`src/rtl/dr_l2req_tracker_if.sv`:
```
// Channel bundle for dr_l2req_tracker: L2 request, memory fill/ack, L2 snack and status.
// slave is the tracker side, master is the environment side.
interface dr_l2req_tracker_if #(
    parameter int NENTRIES = 4,
    parameter int PADDR_W  = 50,
    parameter int L2TID_W  = 6,
    parameter int DATA_W   = 512
);
    localparam int TAG_W = $clog2(NENTRIES);

    logic               l2todr_req_valid;
    logic               l2todr_req_retry;
    logic [5:0]         l2todr_req_l2id;
    logic [L2TID_W-1:0] l2todr_req_l2tid;
    logic [PADDR_W-1:0] l2todr_req_paddr;
    logic               drtomem_req_valid;
    logic               drtomem_req_retry;
    logic [TAG_W-1:0]   drtomem_req_tag;
    logic [PADDR_W-1:0] drtomem_req_paddr;
    logic               memtodr_ack_valid;
    logic               memtodr_ack_retry;
    logic [TAG_W-1:0]   memtodr_ack_tag;
    logic [DATA_W-1:0]  memtodr_ack_data;
    logic               drtol2_snack_valid;
    logic               drtol2_snack_retry;
    logic [5:0]         drtol2_snack_l2id;
    logic [L2TID_W-1:0] drtol2_snack_l2tid;
    logic [PADDR_W-1:0] drtol2_snack_paddr;
    logic [DATA_W-1:0]  drtol2_snack_data;
    logic [TAG_W:0]     busy_cnt;
    logic               err_tag;

    modport slave (
        input  l2todr_req_valid, l2todr_req_l2id, l2todr_req_l2tid, l2todr_req_paddr,
        output l2todr_req_retry,
        output drtomem_req_valid, drtomem_req_tag, drtomem_req_paddr,
        input  drtomem_req_retry,
        input  memtodr_ack_valid, memtodr_ack_tag, memtodr_ack_data,
        output memtodr_ack_retry,
        output drtol2_snack_valid, drtol2_snack_l2id, drtol2_snack_l2tid,
        output drtol2_snack_paddr, drtol2_snack_data,
        input  drtol2_snack_retry,
        output busy_cnt, err_tag
    );

    modport master (
        output l2todr_req_valid, l2todr_req_l2id, l2todr_req_l2tid, l2todr_req_paddr,
        input  l2todr_req_retry,
        input  drtomem_req_valid, drtomem_req_tag, drtomem_req_paddr,
        output drtomem_req_retry,
        output memtodr_ack_valid, memtodr_ack_tag, memtodr_ack_data,
        input  memtodr_ack_retry,
        input  drtol2_snack_valid, drtol2_snack_l2id, drtol2_snack_l2tid,
        input  drtol2_snack_paddr, drtol2_snack_data,
        output drtol2_snack_retry,
        input  busy_cnt, err_tag
    );
endinterface

```
`src/rtl/dr_l2req_tracker.sv`:
```
// Directory-side L2 request tracker: one entry per L2 request, memory fill, snack back to the L2.
// Define DR_L2REQ_ADDR_CONFLICT_EN to retry requests whose line is already outstanding.
module dr_l2req_tracker #(
    parameter int NENTRIES = 4,
    parameter int PADDR_W  = 50,
    parameter int L2TID_W  = 6,
    parameter int DATA_W   = 512
) (
    input  logic              clk,
    input  logic              reset,
    dr_l2req_tracker_if.slave bus
);
    localparam int TAG_W = $clog2(NENTRIES);

    typedef enum logic [1:0] {S_FREE, S_ISSUE, S_WAIT, S_RESP} ent_state_e;

    ent_state_e          state_q [NENTRIES];
    ent_state_e          state_d [NENTRIES];
    logic [5:0]          l2id_q  [NENTRIES];
    logic [L2TID_W-1:0]  l2tid_q [NENTRIES];
    logic [PADDR_W-1:0]  paddr_q [NENTRIES];
    logic [DATA_W-1:0]   data_q  [NENTRIES];

    logic                mem_vld_q, mem_vld_d;
    logic [TAG_W-1:0]    mem_tag_q, mem_tag_d;
    logic [PADDR_W-1:0]  mem_paddr_q, mem_paddr_d;
    logic                snk_vld_q, snk_vld_d;
    logic [5:0]          snk_l2id_q, snk_l2id_d;
    logic [L2TID_W-1:0]  snk_l2tid_q, snk_l2tid_d;
    logic [PADDR_W-1:0]  snk_paddr_q, snk_paddr_d;
    logic [DATA_W-1:0]   snk_data_q, snk_data_d;
    logic [TAG_W:0]      busy_q, busy_d;
    logic                err_q, err_d;

    logic                any_free, conflict, req_retry, accept, ack_ok;
    logic [TAG_W-1:0]    alloc_idx;
    logic [NENTRIES-1:0] issue_vec, resp_vec;
    logic                mem_load, mem_pick, snk_load, snk_pick;
    logic [TAG_W-1:0]    mem_sel, snk_sel;

    always_comb begin
        any_free  = 1'b0;
        alloc_idx = '0;
        conflict  = 1'b0;
        for (int i = NENTRIES - 1; i >= 0; i--) begin
            if (state_q[i] == S_FREE) begin
                any_free  = 1'b1;
                alloc_idx = TAG_W'(i);
            end
        end
`ifdef DR_L2REQ_ADDR_CONFLICT_EN
        for (int i = 0; i < NENTRIES; i++) begin
            if (state_q[i] != S_FREE && paddr_q[i] == bus.l2todr_req_paddr) conflict = 1'b1;
        end
`endif
        req_retry = !any_free || (bus.l2todr_req_valid && conflict);
        accept    = bus.l2todr_req_valid && !req_retry;
        ack_ok    = bus.memtodr_ack_valid && (state_q[bus.memtodr_ack_tag] == S_WAIT);

        // The entry accepted (or acked) this cycle competes directly, giving one cycle per hop.
        issue_vec = '0;
        resp_vec  = '0;
        for (int i = 0; i < NENTRIES; i++) begin
            issue_vec[i] = (state_q[i] == S_ISSUE) || (accept && alloc_idx == TAG_W'(i));
            resp_vec[i]  = (state_q[i] == S_RESP) || (ack_ok && bus.memtodr_ack_tag == TAG_W'(i));
        end
        mem_pick = |issue_vec;
        snk_pick = |resp_vec;
        mem_sel  = '0;
        snk_sel  = '0;
        for (int i = NENTRIES - 1; i >= 0; i--) begin
            if (issue_vec[i]) mem_sel = TAG_W'(i);
            if (resp_vec[i])  snk_sel = TAG_W'(i);
        end
        mem_load = !mem_vld_q || !bus.drtomem_req_retry;
        snk_load = !snk_vld_q || !bus.drtol2_snack_retry;
    end

    always_comb begin
        for (int i = 0; i < NENTRIES; i++) state_d[i] = state_q[i];
        if (accept)               state_d[alloc_idx] = S_ISSUE;
        if (mem_load && mem_pick) state_d[mem_sel] = S_WAIT;
        if (ack_ok)               state_d[bus.memtodr_ack_tag] = S_RESP;
        if (snk_load && snk_pick) state_d[snk_sel] = S_FREE;

        mem_vld_d   = mem_vld_q;
        mem_tag_d   = mem_tag_q;
        mem_paddr_d = mem_paddr_q;
        if (mem_load) begin
            mem_vld_d = mem_pick;
            if (mem_pick) begin
                mem_tag_d   = mem_sel;
                mem_paddr_d = (accept && mem_sel == alloc_idx) ? bus.l2todr_req_paddr
                                                               : paddr_q[mem_sel];
            end
        end

        snk_vld_d   = snk_vld_q;
        snk_l2id_d  = snk_l2id_q;
        snk_l2tid_d = snk_l2tid_q;
        snk_paddr_d = snk_paddr_q;
        snk_data_d  = snk_data_q;
        if (snk_load) begin
            snk_vld_d = snk_pick;
            if (snk_pick) begin
                snk_l2id_d  = l2id_q[snk_sel];
                snk_l2tid_d = l2tid_q[snk_sel];
                snk_paddr_d = paddr_q[snk_sel];
                snk_data_d  = (ack_ok && snk_sel == bus.memtodr_ack_tag) ? bus.memtodr_ack_data
                                                                         : data_q[snk_sel];
            end
        end

        // Count of the registered entry states, so busy_cnt trails state by one cycle.
        busy_d = '0;
        for (int i = 0; i < NENTRIES; i++) begin
            if (state_q[i] != S_FREE) busy_d = busy_d + (TAG_W + 1)'(1);
        end
        err_d = err_q || (bus.memtodr_ack_valid && !ack_ok);
    end

    always_ff @(posedge clk) begin
        if (reset) begin
            for (int i = 0; i < NENTRIES; i++) state_q[i] <= S_FREE;
            mem_vld_q   <= 1'b0;
            mem_tag_q   <= '0;
            mem_paddr_q <= '0;
            snk_vld_q   <= 1'b0;
            snk_l2id_q  <= '0;
            snk_l2tid_q <= '0;
            snk_paddr_q <= '0;
            snk_data_q  <= '0;
            busy_q      <= '0;
            err_q       <= 1'b0;
        end else begin
            for (int i = 0; i < NENTRIES; i++) state_q[i] <= state_d[i];
            mem_vld_q   <= mem_vld_d;
            mem_tag_q   <= mem_tag_d;
            mem_paddr_q <= mem_paddr_d;
            snk_vld_q   <= snk_vld_d;
            snk_l2id_q  <= snk_l2id_d;
            snk_l2tid_q <= snk_l2tid_d;
            snk_paddr_q <= snk_paddr_d;
            snk_data_q  <= snk_data_d;
            busy_q      <= busy_d;
            err_q       <= err_d;
        end
    end

    always_ff @(posedge clk) begin
        if (accept) begin
            l2id_q[alloc_idx]  <= bus.l2todr_req_l2id;
            l2tid_q[alloc_idx] <= bus.l2todr_req_l2tid;
            paddr_q[alloc_idx] <= bus.l2todr_req_paddr;
        end
        if (ack_ok) data_q[bus.memtodr_ack_tag] <= bus.memtodr_ack_data;
    end

    assign bus.l2todr_req_retry   = req_retry;
    assign bus.drtomem_req_valid  = mem_vld_q;
    assign bus.drtomem_req_tag    = mem_tag_q;
    assign bus.drtomem_req_paddr  = mem_paddr_q;
    assign bus.memtodr_ack_retry  = 1'b0;
    assign bus.drtol2_snack_valid = snk_vld_q;
    assign bus.drtol2_snack_l2id  = snk_l2id_q;
    assign bus.drtol2_snack_l2tid = snk_l2tid_q;
    assign bus.drtol2_snack_paddr = snk_paddr_q;
    assign bus.drtol2_snack_data  = snk_data_q;
    assign bus.busy_cnt           = busy_q;
    assign bus.err_tag            = err_q;
endmodule

```
`src/flat_wrapper.sv`:
```
// flat-port wrapper written by rule: the top's interface ports become plain ports
module dr_l2req_tracker_flat 
#(
    parameter int NENTRIES = 4,
    parameter int PADDR_W  = 50,
    parameter int L2TID_W  = 6,
    parameter int DATA_W   = 512
)
  (clk, reset, bus_l2todr_req_valid, bus_l2todr_req_l2id, bus_l2todr_req_l2tid, bus_l2todr_req_paddr, bus_l2todr_req_retry, bus_drtomem_req_valid, bus_drtomem_req_tag, bus_drtomem_req_paddr, bus_drtomem_req_retry, bus_memtodr_ack_valid, bus_memtodr_ack_tag, bus_memtodr_ack_data, bus_memtodr_ack_retry, bus_drtol2_snack_valid, bus_drtol2_snack_l2id, bus_drtol2_snack_l2tid, bus_drtol2_snack_paddr, bus_drtol2_snack_data, bus_drtol2_snack_retry, bus_busy_cnt, bus_err_tag);
  dr_l2req_tracker_if #(.NENTRIES(NENTRIES), .PADDR_W(PADDR_W), .L2TID_W(L2TID_W), .DATA_W(DATA_W)) bus_i ();
  input  logic clk;
  input  logic reset;
  input wire logic [$bits(bus_i.l2todr_req_valid)-1:0] bus_l2todr_req_valid;
  input wire logic [$bits(bus_i.l2todr_req_l2id)-1:0] bus_l2todr_req_l2id;
  input wire logic [$bits(bus_i.l2todr_req_l2tid)-1:0] bus_l2todr_req_l2tid;
  input wire logic [$bits(bus_i.l2todr_req_paddr)-1:0] bus_l2todr_req_paddr;
  output wire logic [$bits(bus_i.l2todr_req_retry)-1:0] bus_l2todr_req_retry;
  output wire logic [$bits(bus_i.drtomem_req_valid)-1:0] bus_drtomem_req_valid;
  output wire logic [$bits(bus_i.drtomem_req_tag)-1:0] bus_drtomem_req_tag;
  output wire logic [$bits(bus_i.drtomem_req_paddr)-1:0] bus_drtomem_req_paddr;
  input wire logic [$bits(bus_i.drtomem_req_retry)-1:0] bus_drtomem_req_retry;
  input wire logic [$bits(bus_i.memtodr_ack_valid)-1:0] bus_memtodr_ack_valid;
  input wire logic [$bits(bus_i.memtodr_ack_tag)-1:0] bus_memtodr_ack_tag;
  input wire logic [$bits(bus_i.memtodr_ack_data)-1:0] bus_memtodr_ack_data;
  output wire logic [$bits(bus_i.memtodr_ack_retry)-1:0] bus_memtodr_ack_retry;
  output wire logic [$bits(bus_i.drtol2_snack_valid)-1:0] bus_drtol2_snack_valid;
  output wire logic [$bits(bus_i.drtol2_snack_l2id)-1:0] bus_drtol2_snack_l2id;
  output wire logic [$bits(bus_i.drtol2_snack_l2tid)-1:0] bus_drtol2_snack_l2tid;
  output wire logic [$bits(bus_i.drtol2_snack_paddr)-1:0] bus_drtol2_snack_paddr;
  output wire logic [$bits(bus_i.drtol2_snack_data)-1:0] bus_drtol2_snack_data;
  input wire logic [$bits(bus_i.drtol2_snack_retry)-1:0] bus_drtol2_snack_retry;
  output wire logic [$bits(bus_i.busy_cnt)-1:0] bus_busy_cnt;
  output wire logic [$bits(bus_i.err_tag)-1:0] bus_err_tag;
  assign bus_i.l2todr_req_valid = bus_l2todr_req_valid;
  assign bus_i.l2todr_req_l2id = bus_l2todr_req_l2id;
  assign bus_i.l2todr_req_l2tid = bus_l2todr_req_l2tid;
  assign bus_i.l2todr_req_paddr = bus_l2todr_req_paddr;
  assign bus_l2todr_req_retry = bus_i.l2todr_req_retry;
  assign bus_drtomem_req_valid = bus_i.drtomem_req_valid;
  assign bus_drtomem_req_tag = bus_i.drtomem_req_tag;
  assign bus_drtomem_req_paddr = bus_i.drtomem_req_paddr;
  assign bus_i.drtomem_req_retry = bus_drtomem_req_retry;
  assign bus_i.memtodr_ack_valid = bus_memtodr_ack_valid;
  assign bus_i.memtodr_ack_tag = bus_memtodr_ack_tag;
  assign bus_i.memtodr_ack_data = bus_memtodr_ack_data;
  assign bus_memtodr_ack_retry = bus_i.memtodr_ack_retry;
  assign bus_drtol2_snack_valid = bus_i.drtol2_snack_valid;
  assign bus_drtol2_snack_l2id = bus_i.drtol2_snack_l2id;
  assign bus_drtol2_snack_l2tid = bus_i.drtol2_snack_l2tid;
  assign bus_drtol2_snack_paddr = bus_i.drtol2_snack_paddr;
  assign bus_drtol2_snack_data = bus_i.drtol2_snack_data;
  assign bus_i.drtol2_snack_retry = bus_drtol2_snack_retry;
  assign bus_busy_cnt = bus_i.busy_cnt;
  assign bus_err_tag = bus_i.err_tag;
  dr_l2req_tracker #(.NENTRIES(NENTRIES), .PADDR_W(PADDR_W), .L2TID_W(L2TID_W), .DATA_W(DATA_W)) u_core (.clk(clk), .reset(reset), .bus(bus_i));
endmodule
```
`config.mk`:
```
export PLATFORM = sky130hd
export DESIGN_NAME = dr_l2req_tracker_flat
export DESIGN_NICKNAME = d
export VERILOG_FILES = /design/src/rtl/dr_l2req_tracker_if.sv /design/src/rtl/dr_l2req_tracker.sv /design/src/flat_wrapper.sv
export SDC_FILE = /design/constraint.sdc
export NUM_CORES = 2
export LEC_CHECK = 0
export BUFFER_PORTS_ARGS = -buffer_cell sky130_fd_sc_hd__buf_2
export CAP_MARGIN = 20
export CORE_MARGIN = 5
export CORE_UTILIZATION = 40
export CTS_BUF_LIST = sky130_fd_sc_hd__clkbuf_4
export DETAILED_ROUTE_END_ITERATION = 10
export GPL_TIMING_DRIVEN = 0
export MAX_ROUTING_LAYER = met4
export PLACE_DENSITY_LB_ADDON = 0.1
export SYNTH_ARGS = -nofsm -noshare
export SYNTH_HDL_FRONTEND = slang
export SYNTH_SLANG_ARGS = --single-unit
```
`constraint.sdc`:
```
create_clock -name clk -period 156.1 [get_ports clk]
set_input_delay 7.805 -clock clk [delete_from_list [all_inputs] [get_ports clk]]
set_output_delay 7.805 -clock clk [all_outputs]
set_load 0.02 [all_outputs]
```
Word level (Yosys, flattened, before mapping)
Memory sizes are Yosys's and may differ from the RTL's. A register that Yosys moved wholly into a read port is not among the register bits.
Index checks and enable logic that the tools add are counted.

word-level totals
  bits in latches = 0
  output and inout bits = 634
  memory bits (writable) = 2,304
  memory bits (read-only) = 0
  register bits after elaboration = 8
  input bits = 582
  memories = 5
  word-level logic and storage cells = 144

cells by class
  divide/modulo/power cells = 0
  add/subtract/negate cells = 3
  bitwise logic cells = 17
  order comparisons = 8
  shift-type cells = 0
  reduce and logical (&&, ||, !) cells = 48
  multiply operators = 0
  mux-type cells = 43
  eq/ne operators = 15

memory list
  name            words  width  rd ports  clocked after Yosys merged registers in  wr ports  RTL line                text
  u_core.data_q   4      512    1         1                                        1         dr_l2req_tracker.sv:22  logic [DATA_W-1:0] data_q [NENTRIES];
  u_core.paddr_q  4      50     2         2                                        1         dr_l2req_tracker.sv:21  logic [PADDR_W-1:0] paddr_q [NENTRIES];
  u_core.l2id_q   4      6      1         1                                        1         dr_l2req_tracker.sv:19  logic [5:0] l2id_q [NENTRIES];
  u_core.l2tid_q  4      6      1         1                                        1         dr_l2req_tracker.sv:20  logic [L2TID_W-1:0] l2tid_q [NENTRIES];
  u_core.state_q  4      2      5         0                                        4         dr_l2req_tracker.sv:17  ent_state_e state_q [NENTRIES];

operators by type and width
  operator                                             number
  two-way mux 2 bit                                    20
  two-way mux 8 bit                                    4
  == test 2 bit (second input constant)                9
  logical AND 1 bit                                    17
  demux 2 bit (select 2 bit)                           4
  == test 2 x 1 -> 1 bit (second input constant)       6
  >= comparator 3 bit (second input constant)          4
  zero test 2 bit                                      6
  < comparator 3 x 1 -> 1 bit (second input constant)  4
  two-way mux 1 bit                                    12
  NOT 2 -> 3 bit                                       4
  logical OR 1 bit                                     11
  two-way mux 3 bit                                    3
  AND 4 bit                                            2
  AND 8 bit                                            1
  NOT 4 bit                                            2
  NOT 8 bit                                            1
  bitwise OR 4 bit                                     2
  bitwise OR 8 bit                                     1
  nonzero test 2 bit                                   4
  OR reduction 4 bit                                   2
  adder 3 x 1 -> 3 bit (second input constant)         2
  zero test 1 bit                                      6
  bitwise OR 1 bit                                     4
  other kinds (2)                                      3

Depth between registers and ports, before layout
An unclocked memory read counts as a cell.

  depth after elaboration = 26
  depth in mapped cells = 10
  depth with buffers taken out = 9

Worst setup path before layout
OpenSTA, ideal clock, no wires.

  path type = input port to flip-flop
  from = input port bus_memtodr_ack_tag[1]
  to = memory u_core.state_q[2][0] (netlist name)
  path buffers = 1
  required time = 155.890 ns
  setup slack = 92.340 ns
  library setup time = 0.210 ns
  cell stages on the path = 3
  arrival = 63.550 ns
  cells stage by stage = clkbuf_1 -> nor4b_1 -> o21a_1

RTL lines
  element      RTL line                text
  from (decl)  flat_wrapper.sv:23      input wire logic [$bits(bus_i.memtodr_ack_tag)-1:0] bus_memtodr_ack_tag;
  to (decl)    dr_l2req_tracker.sv:17

==> results.toml <==
[timing]
maxSlewViolCount = 0
timing.final.crit_share_pct = 6.99
report.final.setup_viol = 0
setup_total_negative_slack_ns = 0
final-hold-violation-count = 0
finClkSkew_ns = 0.0696
unrepaired_setup_endpoints_after_global_routing = "no"
fin_crit_ns = 10.91
max_slew_margin_pct = 17.7
maxClockFrequency_mhz = 91.7
tightest_slew_ns = 1.23

[logic_synthesis]
synth_top_cell_by_area = "sky130_fd_sc_hd__edfxtp_1"
synth_area_per_cell_um2 = 13.9
async_reset_ff_share_pct = 0
synth_warnings = 0
synth_seq_cells = 2936
mapped_area_um2 = 108000
synth-edff-count = 2296
synth_sequential_area_ratio_pct = 75.4
netlist_top_cells_area = "sky130_fd_sc_hd__edfxtp_1 64%, sky130_fd_sc_hd__dfxtp_1 12%, sky130_fd_sc_hd__a221oi_1 4.2%"
synth_flop_cell = "sky130_fd_sc_hd__edfxtp_1"
synth_cells = 7799
netlist-cell-type-count = 55
synth_nets = 8384
synth.top_cell.area_share_pct = 63.6

[worst_setup_path]
worstPathArrival_ns = 3.10
worst_setup_path_class = "reg2out"
setup.worst_path.start_class = "register"
worstPathRequired_ns = 148.29
critPathCaptureType = "output pin"
path_max_fanout = 10

[clock_network]
cts-buffers-inserted = 765
htreeDepth = 6
cts_hold_buffers = 0
clkSinkCount = 2936
worstSkewPairLatency_ns = 1.53
tritoncts = "done"
post-cts-setup-buffer-count = 0
cts_repair_resize_count = 0
clockRootBuffer = "sky130_fd_sc_hd__clkbuf_4"
cts_buffer_depth = 4
cts.clk_slew.worst_paths_ns = 0.07

[pwr]
peakVddDrop_uv = 7.34
cellPowerDensity_nw_per_um2 = 13.1
power.static_leakage_nw = 48.3
total_power_mw = 1.73

[routing]
antenna_violation_net_count_after_detailed_routing = 0
route.detailed.wl_per_inst_um = 26.2
number_of_iterations_in_the_first_detailed_routing_pass = 9
route.vias.total = 78700
detail_route.drc_violations = 0
finalWirelength_um = 376000
initialDrtViolationCount = 7743
viasPerCell = 5.48

[die]
dieHeight_um = 531
std_cell_rows = 191
io_pins = 1216
core_region_area_um2 = 270000
starting_density_pct = 40.1
design.die.area_um2 = 282000
floorplan.die.width_um = 531

[layout]
design_area_final_um2 = 132000
syn2layout_area_growth_pct = 21.9
drive_gt1_share_pct = 26.6
nFillCells = 24300
final_cell_mix = "2,296 x sky130_fd_sc_hd__edfxtp_1, 1,291 x sky130_fd_sc_hd__buf_2, 1,240 x sky130_fd_sc_hd__clkbuf_4"
nets = 10600
mostFrequentLayoutCell = "sky130_fd_sc_hd__edfxtp_1"
multi_input_area_um2 = 22400
seqCellArea_um2 = 81800

[run]
cap_violations = 0

[grt]
first_global_vias = 77500
grt_first_pass_wirelength_um = 534000
antenna_found_initial = 218
grt_overflow_total = 0
grt.total_usage_pct = 26.3
maximum_number_of_pins_on_one_net_before_global_route_repair = 101

[placement]
numPortBuffers = 1212
detailed_place_hpwl_um = 258000
place_congestion = 0.832
place_area_um2 = 121000

[min_path]
timing.hold.worst.class = "reg2reg"

[status]
outcome = "finished clean"
routing by layer:
| metal | share of wire, % | vias to the layer above | track usage, % |
|---|---|---|---|
| li1 | - | 35400 | - |
| met1 | 41 | 39200 | 33.6 |
| met2 | 46 | 3481 | 39.1 |
| met3 | 9.9 | 690 | 8.16 |
| met4 | 3.9 | 0 | 10.7 |
| met5 | 0 | - | - |
sequential cells by signal, summed over array words and instances, names as in the netlist, 6 cells and up:
signal	flops
u_core.bus.drtol2_snack_data	512
u_core.l2id_q	24
u_core.bus.drtol2_snack_l2tid	6
u_core.bus.drtomem_req_paddr	50
u_core.l2tid_q	24
u_core.bus.drtol2_snack_l2id	6
u_core.bus.drtol2_snack_paddr	50
u_core.data_q	2048
u_core.paddr_q	200
u_core.state_q	8
report_power, final:
group | total [mW] | switching, mW | internal [mW]
Clock | 0.696 | 0.323 | 0.373
Combinational | 0.153 | 0.108 | 0.0441
Sequential | 0.879 | 0.0119 | 0.867
layout make-up:
cell class	instances	area share (%)
sequential	2936	61.8
multi-input combinational	3726	17.0
clock buffer	1240	7.04
timing repair buffer	1411	6.32
tap	3570	3.38
buffer	614	1.83
inverter	523	1.50
clock inverter	185	0.875
antenna	163	0.308
critical path, stage by stage, from the launching register on:
cell and delay, ns:
sky130_fd_sc_hd__dfxtp_1 0.38, sky130_fd_sc_hd__clkbuf_1 0.37, sky130_fd_sc_hd__or2_2 0.21, sky130_fd_sc_hd__o21ai_0 0.13
sky130_fd_sc_hd__nor3_1 0.22, sky130_fd_sc_hd__buf_2 0.28
path summary, 6_finish.rpt:
check / startpoint / to / slack [ns] / cells past startpoint
worst max-delay path: u_core.state_q[0][1] / bus_l2todr_req_retry / 145.19 / 5
worst min-delay path: u_core.bus.drtol2_snack_data[93] / u_core.bus.drtol2_snack_data[93] / 0.45 / 2
worst max register to register: u_core.state_q[2][0] / u_core.data_q[2][53] / 151.67 / 17
worst min register to register: u_core.bus.drtol2_snack_data[93] / u_core.bus.drtol2_snack_data[93] / 0.45 / 2
cell families (layout without fill, tap and decap cells):
kind of cell               count (synthesis)  in the layout  synth area share [%]
and+or+nand+nor                         1724           1724                  6.67
DFF                                     2936           2936                  75.4
xor gates and xnor gates                   3              3                0.0242
muxes                                      1              1                0.0208
adders and majority gates                  3              3                0.0346
AOI/OAI and AO/OA                       1994           1994                  13.8
other                                      1            164               0.00346
buffers and inverters                   1137           3973                  4.04
through the flow:
step / util, % / setup slack [ns] / instances / hold slack (ns)
6_report: 48.9 / 145.19 / 14400 / 0.455
5_1_grt: 48.9 / 144.82 / 14300 / 0.477
4_1_cts: 48.8 / 144.97 / 14200 / 0.458
3_5_place_dp: 44.9 / 143.87 / 12800 / 0.441
3_3_place_gp: 44.0 / 43.98 / 12600 / 0.438
2_1_floorplan: - / 92.34 / 7799 / 0.515
Yosys cell counts, drive strengths merged (4+ instances only):
master	instances
and3	4
a211oi	10
o211ai	5
a21oi	585
nand2b	10
and2	7
nor3	4
o221ai	513
nand2	1134
inv	523
clkbuf	486
a22oi	50
o21ai	69
buf	128
edfxtp	2296
a31oi	52
nand3	520
a221oi	515
a22o	62
dfxtp	640
a222oi	63
a221o	50
nor2	32
(Power assumes the default switching activity.)
